`src/rtl/seven_seg_pkg.sv`:
```
// Shared constants and types for the seven-segment display path.
package seven_seg_pkg;

    // Active-low "everything off" levels for the segment bus and anode strobes.
    localparam logic [6:0] SEG_OFF = 7'h7F;
    localparam logic [3:0] AN_OFF  = 4'hF;

    // Active-low segment patterns {g,f,e,d,c,b,a}, indexed by hex value 0..F.
    localparam logic [0:15][6:0] HEX_SEG_TABLE = '{
        7'b1000000,  // 0
        7'b1111001,  // 1
        7'b0100100,  // 2
        7'b0110000,  // 3
        7'b0011001,  // 4
        7'b0010010,  // 5
        7'b0000010,  // 6
        7'b1111000,  // 7
        7'b0000000,  // 8
        7'b0010000,  // 9
        7'b0001000,  // A
        7'b0000011,  // b
        7'b1000110,  // C
        7'b0100001,  // d
        7'b0000110,  // E
        7'b0001110   // F
    };

    // Per-slot scan phase: anodes dark during BLANK, active digit lit during DRIVE.
    typedef enum logic [0:0] {
        BLANK = 1'b0,
        DRIVE = 1'b1
    } scan_state_t;

endpackage

```
`src/rtl/hex_to_seg.sv`:
```
// Hex nibble to active-low seven-segment pattern decoder.
module hex_to_seg
    import seven_seg_pkg::*;
(
    input  logic [3:0] hex,
    output logic [6:0] seg
);

    // Pure table lookup, no registers.
    always_comb begin
        seg = HEX_SEG_TABLE[hex];
    end

endmodule

```
`src/rtl/seven_seg_scan_ctrl.sv`:
```
// Four-digit seven-segment scan scheduler with per-slot blanking and
// frame-synchronous double-buffered digit data.
module seven_seg_scan_ctrl
    import seven_seg_pkg::*;
#(
    parameter int REFRESH_DIV  = 100000,
    parameter int BLANK_CYCLES = 1000
) (
    input  logic        clk,
    input  logic        rst,
    input  logic        load,
    input  logic [15:0] digits_in,
    input  logic [3:0]  digit_en_in,
    output logic [3:0]  an,
    output logic [6:0]  seg,
    output logic        frame_start,
    output logic        upd_pending
);

    localparam int CW = $clog2(REFRESH_DIV);
    localparam logic [CW-1:0] LAST    = CW'(REFRESH_DIV - 1);
    localparam logic [CW-1:0] BLANK_C = CW'(BLANK_CYCLES);
    // With no blanking the slot never leaves DRIVE.
    localparam scan_state_t SLOT_START = (BLANK_CYCLES == 0) ? DRIVE : BLANK;

    if (REFRESH_DIV < 2 || BLANK_CYCLES < 0 || BLANK_CYCLES >= REFRESH_DIV) begin : g_param_check
        $fatal(1, "seven_seg_scan_ctrl: need REFRESH_DIV >= 2 and 0 <= BLANK_CYCLES < REFRESH_DIV");
    end

    logic [CW-1:0]   cnt, cnt_n;
    logic [1:0]      idx, idx_n;
    scan_state_t     state, state_n;
    logic            wrap, xfer;
    logic [3:0][3:0] pend_digits, shad_digits, shad_digits_n;
    logic [3:0]      pend_en, shad_en, shad_en_n;
    logic            upd_pending_n;
    logic [3:0]      dec_hex;
    logic [6:0]      dec_seg;
    logic [3:0]      an_n;
    logic [6:0]      seg_n;

    // Next slot position, scan phase and shadow contents; the load/transfer
    // collision forwards the incoming value straight into the shadow copy.
    always_comb begin
        wrap          = (cnt == LAST);
        cnt_n         = wrap ? '0 : cnt + 1'b1;
        idx_n         = wrap ? idx + 2'd1 : idx;
        xfer          = wrap && (idx == 2'd3);

        state_n = state;
        case (state)
            BLANK:   if (cnt_n == BLANK_C) state_n = DRIVE;
            DRIVE:   if (wrap) state_n = SLOT_START;
            default: state_n = SLOT_START;
        endcase

        shad_digits_n = shad_digits;
        shad_en_n     = shad_en;
        if (xfer) begin
            shad_digits_n = load ? digits_in : pend_digits;
            shad_en_n     = load ? digit_en_in : pend_en;
        end

        upd_pending_n = upd_pending;
        if (xfer) begin
            upd_pending_n = 1'b0;
        end else if (load) begin
            upd_pending_n = 1'b1;
        end

        dec_hex = shad_digits_n[idx_n];
    end

    hex_to_seg u_hex_to_seg (
        .hex (dec_hex),
        .seg (dec_seg)
    );

    // Output levels for the upcoming cycle, so pins line up with cnt/idx.
    always_comb begin
        an_n  = AN_OFF;
        seg_n = SEG_OFF;
        if (state_n == DRIVE && shad_en_n[idx_n]) begin
            an_n[idx_n] = 1'b0;
            seg_n       = dec_seg;
        end
    end

    // Scan position, buffers and registered pin drivers.
    always_ff @(posedge clk) begin
        if (rst) begin
            cnt         <= '0;
            idx         <= '0;
            state       <= SLOT_START;
            pend_digits <= '0;
            pend_en     <= '0;
            shad_digits <= '0;
            shad_en     <= '0;
            upd_pending <= 1'b0;
            frame_start <= 1'b1;
            an          <= AN_OFF;
            seg         <= SEG_OFF;
        end else begin
            cnt         <= cnt_n;
            idx         <= idx_n;
            state       <= state_n;
            if (load) begin
                pend_digits <= digits_in;
                pend_en     <= digit_en_in;
            end
            shad_digits <= shad_digits_n;
            shad_en     <= shad_en_n;
            upd_pending <= upd_pending_n;
            frame_start <= xfer;
            an          <= an_n;
            seg         <= seg_n;
        end
    end

endmodule

```
`config.mk`:
```
export PLATFORM = sky130hd
export DESIGN_NAME = seven_seg_scan_ctrl
export DESIGN_NICKNAME = d
export VERILOG_FILES = /design/src/rtl/seven_seg_pkg.sv /design/src/rtl/hex_to_seg.sv /design/src/rtl/seven_seg_scan_ctrl.sv
export SDC_FILE = /design/constraint.sdc
export NUM_CORES = 1
export LEC_CHECK = 0
export ABC_CLOCK_PERIOD_IN_PS = 3600
export BUFFER_PORTS_ARGS = -buffer_cell sky130_fd_sc_hd__buf_2
export CAP_MARGIN = 40
export CORE_AREA = 4 4 94 74
export CTS_CLUSTER_DIAMETER = 100
export DETAILED_ROUTE_END_ITERATION = 7
export DIE_AREA = 0 0 98 78
export PLACE_DENSITY_LB_ADDON = 0.08
export SYNTH_ARGS = -nofsm -noshare
export SYNTH_HDL_FRONTEND = slang
export SYNTH_SLANG_ARGS = --single-unit
```
`constraint.sdc`:
```
create_clock -name clk -period 3.6 [get_ports clk]
set_clock_uncertainty 0.05 [all_clocks]
set_input_delay 0 -clock clk [delete_from_list [all_inputs] [get_ports clk]]
set_output_delay 0 -clock clk [all_outputs]
set_load 0.02 [all_outputs]
```
# [Word-level counts from Yosys, hierarchy flattened]
# Memories as Yosys holds them, arrays and structs flattened. A register that Yosys moved wholly into a read port is not among the register bits.
# Cells that the tools add are included.
# W data, S select, Z words.
[classes] n_addsub=2 n_lt_le_gt_ge=2 eq_ne=3 mux=15 bitwise_logic=4 n_reduce_logical=5
[op_table] cell="$mux W16" n=2
[op_table] cell="$add A17 B1 Y17 const B" n=1
[op_table] cell="$eq A17 B10 Y1 const B" n=1
[op_table] cell="$eq A17 B17 Y1 const B" n=1
[op_table] cell="$mux W17" n=1
[op_table] cell="$mux W4" n=3
[op_table] cell="$bmux W4 S2" n=1
[op_table] cell="$not A4 Y5" n=1
[op_table] cell="$mux W1" n=4
[op_table] cell="$not A4 Y4" n=1
[op_table] cell="$reduce_or A2 Y1" n=2
[op_table] cell="$logic_and A1 B1 Y1" n=3
[op_table] cell="$lt A2 B3 Y1 const B" n=1
[op_table] cell="$add A2 B1 Y2 const B" n=1
[op_table] cell="$bmux W1 S2" n=1
[op_table] cell="$demux W1 S2" n=1
[op_table] cell="$eq A2 B2 Y1 const B" n=1
[op_table] cell="$ge A2 B1 Y1 const B" n=1
[op_table] cell="$mux W2" n=1
[op_table] cell="$not A1 Y1" n=2
[op_table] cell="$pmux W1 S2" n=1
[word_totals] regBits=66 mem_bits_ro=112 in_bits=23 output_inout_bits=13 memories=1
[mem_list] memory="(no name shown)" depth=16 word_bits=7 rd=1 rd_clocked_by_memory_dff=1 write_ports=0 line="hex_to_seg.sv:11" source="seg = HEX_SEG_TABLE[hex];"

# [Longest topological paths before layout]
# Gate-level depths: netlist of the first run.
[logic_depth] ltp_word=8 ltp_mapped=13 depth_no_buf=11

# [Hierarchy]
# Synthesis of the first run repeated with hierarchy kept, for this count alone.
[hier_totals] hier_cells=372 hier_area_um2=3399.5
[by_module_without_submodules] mod="seven_seg_scan_ctrl" instances=1 cells_per_inst=339 area_each_um2=3121.7
[by_module_without_submodules] mod="hex_to_seg" instances=1 cells_per_inst=33 area_each_um2=277.8

# [Worst setup path after synthesis of the first run]
# No wires, ideal clock.
[synth_path] kind="register to register" from="register cnt[12]" to="register seg[3]" setup_ns=0.131 arrival_time_ns=2.861 t_required_ns=3.419 slack_ns=0.558 stages_incl_launch_ff=14 cell_sequence="dfxtp_1 > buf_6 > or4_4 > or4_1 > buf_2 > buf_6 > nor3_1 > a21oi_1 > o2111ai_1 > inv_1 > ha_1 > nand2_1 > o211ai_1 > o311ai_1"
[synth_between] elab_chain_len=8 elab_cells_between_ends=19
[synth_lines] item="from (decl)" line="seven_seg_scan_ctrl.sv:30" source="logic [CW-1:0] cnt, cnt_n;"
[synth_lines] item="from (signal assigned)" line="seven_seg_scan_ctrl.sv:104" source="cnt <= cnt_n;"
[synth_lines] item="$add A17 B1 Y17 or $eq A17 B17 Y1 (tied branches)" line="seven_seg_scan_ctrl.sv:46, seven_seg_scan_ctrl.sv:45"
[synth_lines] item="$mux W17 or $logic_and A1 B1 Y1 (tied branches)" line="seven_seg_scan_ctrl.sv:46, seven_seg_scan_ctrl.sv:48"
[synth_lines] item="$eq A17 B10 Y1 or $mux W4 (tied branches)" line="seven_seg_scan_ctrl.sv:52, seven_seg_scan_ctrl.sv:59"
[synth_lines] item="$mux W1 or $bmux W1 S2 (tied branches)" line="seven_seg_scan_ctrl.sv:52, seven_seg_scan_ctrl.sv:83"
[synth_lines] item="$pmux W1 S2 or $mux W1 (tied branches)" line="seven_seg_scan_ctrl.sv:51, seven_seg_scan_ctrl.sv:83"
[synth_lines] item="$logic_and A1 B1 Y1" line="seven_seg_scan_ctrl.sv:83" source="if (state_n == DRIVE && shad_en_n[idx_n]) begin"
[synth_lines] item="$not A1 Y1 (no source line)"
[synth_lines] item="$reduce_or A2 Y1 (no source line)"
[synth_lines] item="to (decl)" line="seven_seg_scan_ctrl.sv:15" source="output logic [6:0] seg,"
# Several ways; a longest one is shown, not always the timed one. The select of a mux whose other input is x is not followed.
# A chain may end at the register's enable or synchronous reset.

# [Worst setup path in the final report of the first run]
[layout_path] from="register cnt[9]" to="register seg[3]"
# Same word-level chain as after synthesis.

==> reports/metrics.yaml, run 1 <==
placed_design:
  dp_hpwl_um: 5430
  gp_congestion: 0.892
  io_buffers: 35
setup_path:
  arrival_ps: 3510
  cp-end-kind: "flip-flop"
  crit_type: "reg2reg"
  crit_path_start_kind: "flip-flop"
  reg2regPathDepth: 11
  critical_path_required_ps: 3780
  critPathMaxFanout: 12
cts:
  post-cts-setup-buffers: 0
  cts_tree: "done"
  path_clk_slew_ps: 80
  cts_buffer_depth: 2
  clock_latency_ps: 350
  cts_made_buffers: 9
  htreeDepth: 3
  cts_root_buf: "clkbuf_8"
  cts.sinks: 73
synthesis:
  yosysTopAreaCellShare: 0.426
  synthAdderAreaFrac: 0.0256
  netlist.top_cell.by_area: "dfxtp_1"
  syn_inst: 388
  muxShareOfSynthArea: 0.0650
  avgSynthCellArea_um2: 8.83
  synth_compound_area_frac: 0.142
  yosys.area_share.simple: 0.259
  synthTopCellsByArea: "dfxtp_1 43%, nor2_1 9.1%, mux2i_1 5.8%"
  syn_area_mm2: 0.00343
  ys_seq_elements: 73
  async_flop_share: 0
  synth_edf_count: 0
  synth_cell_type_count: 61
  synth_xor_xnor_area_share: 0.0434
  synth_top_family_by_area: "simple AND/OR/NAND/NOR gates"
  ys.warnings.count: 0
  ys.flop_type: "dfxtp_1"
  yosysSeqAreaShare: 0.426
  syn_nets: 418
global_route:
  grt_pass1_vias: 2674
  grt_pass1_wl_um: 13400
  grt.overflow.total: 0
  antenna_found_initial: 0
  track_usage: 0.218
  grt_max_degree: 50
job:
  maxCapViolCount: 0
pwr:
  share_comb_of_total_power: 0.061
  switching_power_w: 0.000372
  seq_power_share: 0.557
  p_leak_nw: 1.60
  p_clk_frac: 0.382
  sw_frac_of_total: 0.249
  p_int_w: 0.00112
  vdd_drop_max_v: 0.000252
  powerDensity_mw_per_mm2: 365
status:
  outcome: "completed"
drt:
  drt.antenna.violating_nets: 0
  totalWireLength_um: 7740
  drtPass1Iterations: 4
  drt_iter0_drc: 207
  wl_per_cell_um: 14.5
  drc: 0
  num_vias: 2893
  routed_via_density: 5.43
floorplanning:
  initial_core_util: 0.562
  core_mm2: 0.00610
  die_x_um: 98
  num_rows: 25
  dieHeight_um: 78
  die-area_mm2: 0.00764
  io_pins: 36
sta:
  tightest_slew_ps: 762
  period_share: 0.924
  min_period_ps: 3330
  holdWs_ps: 161
  drv_slew: 0
  setup_viol: 0
  hold_viol_final: 0
  relSlewSlack: 0.489
  setup_tns_ps: 0
  rsz0062_at_grt: "false"
  fmax_mhz: 301
layout:
  final_cell_mix: "83 x nor2_1, 73 x dfxtp_1, 35 x buf_2"
  multi_input_area_mm2: 0.00183
  layout.area.seq_mm2: 0.00146
  drive_gt1_frac: 0.186
  fill_cells: 513
  final_common_cell: "nor2_1"
  final_nets: 477
  antenna_cells: 0
  area_growth_pct: 19.3
worst_hold_path:
  min_path_type: "in2reg"
  whs_path_depth: 3
-- sequential cells by signal (all words and copies together) (netlist names), 2 cells and up --
name         flops
shad_digits     16
idx              2
pend_digits     16
cnt             17
pend_en          4
shad_en          4
an               4
seg              7
-- power by group through the flow --
stage               clock network (W)  logic (W)  registers (W)
detailed placement                  0  0.0000734       0.000850
global placement                    0  0.0000704       0.000850
finish                       0.000569  0.0000909       0.000831
global route                 0.000624   0.000102       0.000833
CTS                          0.000582  0.0000909       0.000831
floorplan                           0  0.0000478       0.000849
-- per-layer routing --
layer	vias to the layer above	track usage	wire, um
met5	-	0	0
met4	0	0.0609	45
met3	6	0.0611	466
met2	65	0.313	3290
met1	1345	0.318	3930
li1	1477	-	-
-- stage by stage --
stage	cell area [um^2]	utilization	worst slack (ps)	std cells	total power [W]
global route	4090	0.670	40.6	533	0.00156
detailed placement	3710	0.608	290	496	0.000924
global placement	3690	0.605	372	495	0.000920
finish	4090	0.670	273	533	0.00149
CTS	4090	0.670	287	533	0.00150
floorplan	3430	-	558	388	0.000897
-- timing repair --
| item | CTS | global route |
|---|---|---|
| hold buffers | 21 | 0 |
| gates resized for setup | 0 | 0 |
| endpoints found under the hold margin | 23 | 0 |
-- path summary, 6_finish.rpt --
path / slack, ps / start / end
setup / recovery: 270 / cnt[9] / seg[3]
hold reg to reg: 420 / cnt[0] / cnt[0]
setup reg to reg: 270 / cnt[9] / seg[3]
hold / removal: 160 / load / upd_pending
-- logic make-up (layout without fill, tap and decap cells) --
family                     count (synthesis)  count (layout)
and+or+nand+nor                          174             174
DFF                                       73              73
adders and majority gates                  7               7
xor gates and xnor gates                  17              17
buffers and inverters                     28              92
muxes                                     22              22
AOI/OAI and AO/OA                         67              67
-- Yosys cell counts, types with 3 or more instances --
master    count
a21boi_0     13
nor3_1       17
nand3_1       5
nand2_1      24
nand2b_1      3
and2_1        7
a21oi_1      14
buf_2         4
dfxtp_1      73
inv_1         5
clkbuf_1     10
o22ai_1      14
o311ai_1      3
xor2_1        7
nor2_1       83
mux2i_1      20
o221ai_1      3
nor2b_1       3
and3_1        3
nor4_1        3
xnor2_1      10
ha_1          7
buf_1         3
-- final cells by class --
cell class | count | area share
Tap cell | 81 | 0.0248
Multi-Input combinational cell | 287 | 0.448
Clock buffer | 9 | 0.0303
Sequential cell | 73 | 0.358
Timing Repair Buffer | 69 | 0.121
Inverter | 7 | 0.00643
Clock inverter | 7 | 0.0113
-- worst max-delay path, stage by stage (launching register included) --
cell,delay (ps)
dfxtp_1,400
or3b_4,450
or4_1,700
buf_4,260
nor3_1,300
o22ai_1,120
o2111ai_1,210
inv_1,160
ha_1,330
nand2_1,50
o211ai_1,80
o311ai_1,110
No activity file was read; power rests on OpenSTA's default activity.
==> run 2, diff against run 1 <==
- PLACE_DENSITY_LB_ADDON: 0.08 -> 0.25
==> run 2 against run 1 <==
Effect of this change:
- global-route usage increased by 0.32 points
- via count up 0.28%
- hold slack improved by 3.1 ps
- first-iteration DRC count down 2.4%
- total power grew 14%
- fmax fell by 1.2%
- non-clock buffer count is the same
==> reports/metrics.yaml, run 2 (synthesis results as in run 1) <==
status:
  outcome: "completed"
placed_design:
  io_buffers: 35
  gp_congestion: 0.905
  placed_cell_area_mm2: 0.00371
  dp_hpwl_um: 5570
sta:
  hold_viol_final: 0
  setup_viol: 0
  fmax_mhz: 297
  setup_tns_ps: 0
  drv_slew: 0
  relSlewSlack: 0.430
  tightest_slew_ps: 849
  period_share: 0.936
  rsz0062_at_grt: "false"
  min_period_ps: 3370
cts:
  cts_tree: "done"
  post-cts-setup-buffers: 0
  htreeDepth: 3
  cts_made_buffers: 9
  cts_buffer_depth: 2
  cts_root_buf: "clkbuf_8"
  path_clk_slew_ps: 80
  clock_latency_ps: 350
  cts.sinks: 73
pwr:
  sw_frac_of_total: 0.213
  p_clk_frac: 0.456
  switching_power_w: 0.000361
  share_comb_of_total_power: 0.054
  seq_power_share: 0.490
  p_int_w: 0.00133
  p_total_w: 0.00170
  p_leak_nw: 1.64
  vdd_drop_max_v: 0.000297
  powerDensity_mw_per_mm2: 407
drt:
  num_vias: 2901
  routed_via_density: 5.44
  totalWireLength_um: 7930
  drtPass1Iterations: 4
  drt.antenna.violating_nets: 0
  drt_iter0_drc: 202
  drc: 0
  wl_per_cell_um: 14.9
global_route:
  grt_max_degree: 50
  antenna_found_initial: 0
  grt_pass1_vias: 2811
  grt.overflow.total: 0
  track_usage: 0.221
  grt_pass1_wl_um: 13600
layout:
  reg_top3: "cnt: 17 flops, pend_digits: 16 flops, shad_digits: 16 flops"
  antenna_cells: 0
  area_growth_pct: 21.4
  design_area_mm2: 0.00416
  final_nets: 477
  final_util: 0.682
  drive_gt1_frac: 0.184
  top_register: "cnt"
  final_common_cell: "nor2_1"
  final_cell_mix: "83 x nor2_1, 73 x dfxtp_1, 35 x buf_2"
  largest_register_ffs: 17
floorplanning:
  io_pins: 36
  die-area_mm2: 0.00764
  num_rows: 25
  die_x_um: 98
  dieHeight_um: 78
  initial_core_util: 0.562
  core_mm2: 0.00610
setup_path:
  arrival_ps: 3540
  slowest_delay_ps: 700
  worst_path_max_delay_cell: "or4_1"
  crit_family: "simple AND/OR/NAND/NOR gates"
  critical_path_required_ps: 3770
  crit_path_start_kind: "flip-flop"
  path_cells: "or3b_4 > or4_1 > buf_4 > nor3_1 > o22ai_1 > o2111ai_1 > inv_1 > ha_1 > nand2_1 > o211ai_1 > o311ai_1"
  cp-end-kind: "flip-flop"
  critPathMaxFanout: 12
  path_buf_inv: 2
  crit_type: "reg2reg"
job:
  maxCapViolCount: 0
worst_hold_path:
  min_path_type: "in2reg"
[run 2: path summary, 6_finish.rpt]
kind	start	to	slack (ps)	cells after the start
worst max register to register	cnt[9]	seg[3]	230	11
worst min register to register	cnt[0]	cnt[0]	420	1
worst max-delay path	cnt[9]	seg[3]	230	11
worst min-delay path	load	upd_pending	160	3
[run 2: tightest hold or removal path: cells and delay by family]
kind          cells  cell delay [ps]
simple gates      2              220
buf+inv           1              300
[run 2: area by class of cell]
| type | count | area, um^2 |
|---|---|---|
| Tap cell | 81 | 101 |
| Clock buffer | 10 | 128 |
| Clock inverter | 6 | 116 |
| Multi-Input combinational cell | 287 | 1830 |
| Inverter | 7 | 26.3 |
| Timing Repair Buffer | 69 | 495 |
| Fill cell | 510 | 1940 |
| Sequential cell | 73 | 1460 |
[run 2: per-layer routing]
layer | vias to the layer above | GRT usage | routed length [um]
met4 | 0 | 0.0705 | 98
met3 | 10 | 0.0476 | 473
met1 | 1338 | 0.314 | 3860
met5 | - | 0 | 0
li1 | 1478 | - | -
met2 | 75 | 0.335 | 3500
[run 2: through the flow]
stage                     hold WS [ps]  std cells  setup slack (ps)
after floorplan                    116        388               558
after global placement             212        495               405
after detailed placement           208        496               287
after CTS                          159        533               274
after global routing               214        533              68.6
final                              164        533               231
[run 2: repair_timing]
action                    in CTS  in global routing
hold endpoints to repair      22                  0
gates resized for setup        0                  0
hold buffers                  21                  0
[run 2: power by group through the flow]
stage,Combinational (W),Clock [W],Sequential (W)
3_3_place_gp,0.0000697,0,0.000850
6_report,0.0000917,0.000772,0.000831
5_1_grt,0.000101,0.000823,0.000833
3_5_place_dp,0.0000738,0,0.000850
2_1_floorplan,0.0000478,0,0.000849
4_1_cts,0.0000914,0.000787,0.000832
==> run 3, diff against run 2 <==
- SYNTH_HIERARCHICAL: unset -> 1
==> run 3 against run 2 <==
Effect of this change:
- die area is the same
- wire length shrank 10%
- global-route usage shrank 2.7 points
- largest cell class unchanged
- first-iteration DRC count shrank 15%
- non-clock buffer count shrank 3
- design area shrank 1.5%
- combinational power grew 2%
- largest power group unchanged
- highest routed layer unchanged
- critical path type unchanged
==> reports/metrics.yaml, run 3 <==
global_route:
  grt_max_degree: 42
  track_usage: 0.195
  grt_pass1_vias: 2454
  antenna_found_initial: 0
  grt_pass1_wl_um: 11900
  grt.overflow.total: 0
setup_path:
  arrival_ps: 3550
  cp-end-kind: "flip-flop"
  crit_path_start_kind: "flip-flop"
  crit_type: "reg2reg"
  critical_path_required_ps: 3760
  r2r-start: "cnt[15]"
  critPathMaxFanout: 8
  worstSetupStartpoint: "cnt[15]"
pwr:
  powerDensity_mw_per_mm2: 403
  vdd_drop_max_v: 0.000305
  p_total_w: 0.00165
  p_leak_nw: 1.65
sta:
  drv_slew: 0
  setup_slack_ps: 213
  setup_viol: 0
  rsz0062_at_grt: "false"
  period_share: 0.941
  tightest_slew_ps: 620
  setup_tns_ps: 0
  fmax_mhz: 295
  min_period_ps: 3390
  hold_viol_final: 0
  relSlewSlack: 0.587
drt:
  drt.antenna.violating_nets: 0
  totalWireLength_um: 7140
  wl_per_cell_um: 13.9
  num_vias: 2742
  routed_via_density: 5.35
  drt_iter0_drc: 171
  drc: 0
  drtPass1Iterations: 4
layout:
  final_cell_mix: "89 x nor2_1, 71 x dfxtp_1, 35 x mux2i_1, 35 x buf_2, 23 x a21oi_1"
  final_nets: 459
  top_register: "cnt"
  drive_gt1_frac: 0.183
  design_area_mm2: 0.00410
  antenna_cells: 0
  reg_top3: "cnt: 17 flops, pend_digits: 16 flops, shad_digits: 16 flops"
  final_common_cell: "nor2_1"
  area_growth_pct: 20.6
  final_util: 0.672
  largest_register_ffs: 17
floorplanning:
  dieHeight_um: 78
  die-area_mm2: 0.00764
  initial_core_util: 0.557
  io_pins: 36
  die_x_um: 98
  core_mm2: 0.00610
  num_rows: 25
cts:
  htreeDepth: 3
  cts_root_buf: "clkbuf_8"
  cts_tree: "done"
  cts.sinks: 73
  clock_latency_ps: 350
  cts_buffer_depth: 2
  cts_made_buffers: 9
  path_clk_slew_ps: 80
synthesis:
  synthTopCellsByArea: "dfxtp_1 43%, mux2i_1 10%, nor2_1 9.8%"
  ys.flop_type: "dfxtp_1"
  syn_nets: 404
  netlist.top_cell.by_area: "dfxtp_1"
  yosysTopAreaCellShare: 0.430
  ys_seq_elements: 73
  ys.warnings.count: 6
  synth_most_common_cell: "nor2_1"
  syn_inst: 372
  yosys-top-cells-count: "89 x nor2_1, 73 x dfxtp_1, 35 x mux2i_1, 23 x a21oi_1, 14 x nand2_1"
  avgSynthCellArea_um2: 9.14
  synth_cell_type_count: 49
  yosysSeqAreaShare: 0.430
  syn_area_mm2: 0.00340
  async_flop_share: 0
  synth_edf_count: 0
placed_design:
  gp_congestion: 0.849
  placed_cell_area_mm2: 0.00366
  io_buffers: 35
  dp_hpwl_um: 5080
  pre_cts_ws_ps: 227
worst_hold_path:
  min_from: "load"
  min_path_type: "in2reg"
status:
  outcome: "completed"
job:
  maxCapViolCount: 0
## run 3: path summary, 6_finish.rpt
| check | end | slack (ps) | cells past startpoint |
|---|---|---|---|
| setup / recovery | seg[3] | 210 | 11 |
| setup reg to reg | seg[3] | 210 | 11 |
| hold / removal | upd_pending | 150 | 3 |
| hold reg to reg | shad_digits[6] | 440 | 2 |
## run 3: final cells by class
| cell class | count | area, um^2 |
|---|---|---|
| fill | 510 | 2000 |
| multi-input combinational | 269 | 1790 |
| timing repair buffer | 66 | 485 |
| inverter | 8 | 30.0 |
| tap | 81 | 101 |
| clock buffer | 9 | 124 |
| sequential | 73 | 1460 |
| clock inverter | 7 | 101 |
## run 3: through the flow
step	cells	hold WS, ps
4_1_cts	513	145
5_1_grt	513	209
3_5_place_dp	476	218
6_report	513	150
3_3_place_gp	475	214
2_1_floorplan	372	74.9
## run 3: critical path, stage by stage, from the launching register on
cell and delay, ps:
dfxtp_1 450, nor4b_2 370, and4_1 300, xnor2_1 230, buf_4 260, mux2i_1 230
mux2_2 260, inv_1 110, ha_1 290, inv_1 50, mux4_1 470, nand4b_1 180
## run 3: logic make-up after synthesis
kind of cell | count (synthesis) | synth area share
simple gates | 157 | 0.232
flops | 73 | 0.430
compound gates | 44 | 0.0832
mux | 42 | 0.134
buf+inv | 30 | 0.0442
xor+xnor | 17 | 0.0438
fa+ha+maj | 9 | 0.0331
## run 3: per-layer routing
metal	routed length, um	track usage	up-vias	share of wire
li1	-	-	1391	-
met1	3710	0.298	1261	0.52
met2	2890	0.248	85	0.40
met4	48	0.0581	0	0.0067
met5	0	0	-	0
met3	500	0.0701	5	0.070
## run 3: what timing repair did
action                     4_1_cts  5_1_grt
setup buffers                    0        0
resized for setup                0        3
hold buffers                    21        0
hold endpoints to repair        31        0
setup endpoints to repair        0        1
## run 3: where the power goes
group / switching [W] / internal, W
combinational: 0.0000451 / 0.0000483
sequential: 0.00000925 / 0.000824
clock: 0.000328 / 0.000397
total: 0.000383 / 0.00127
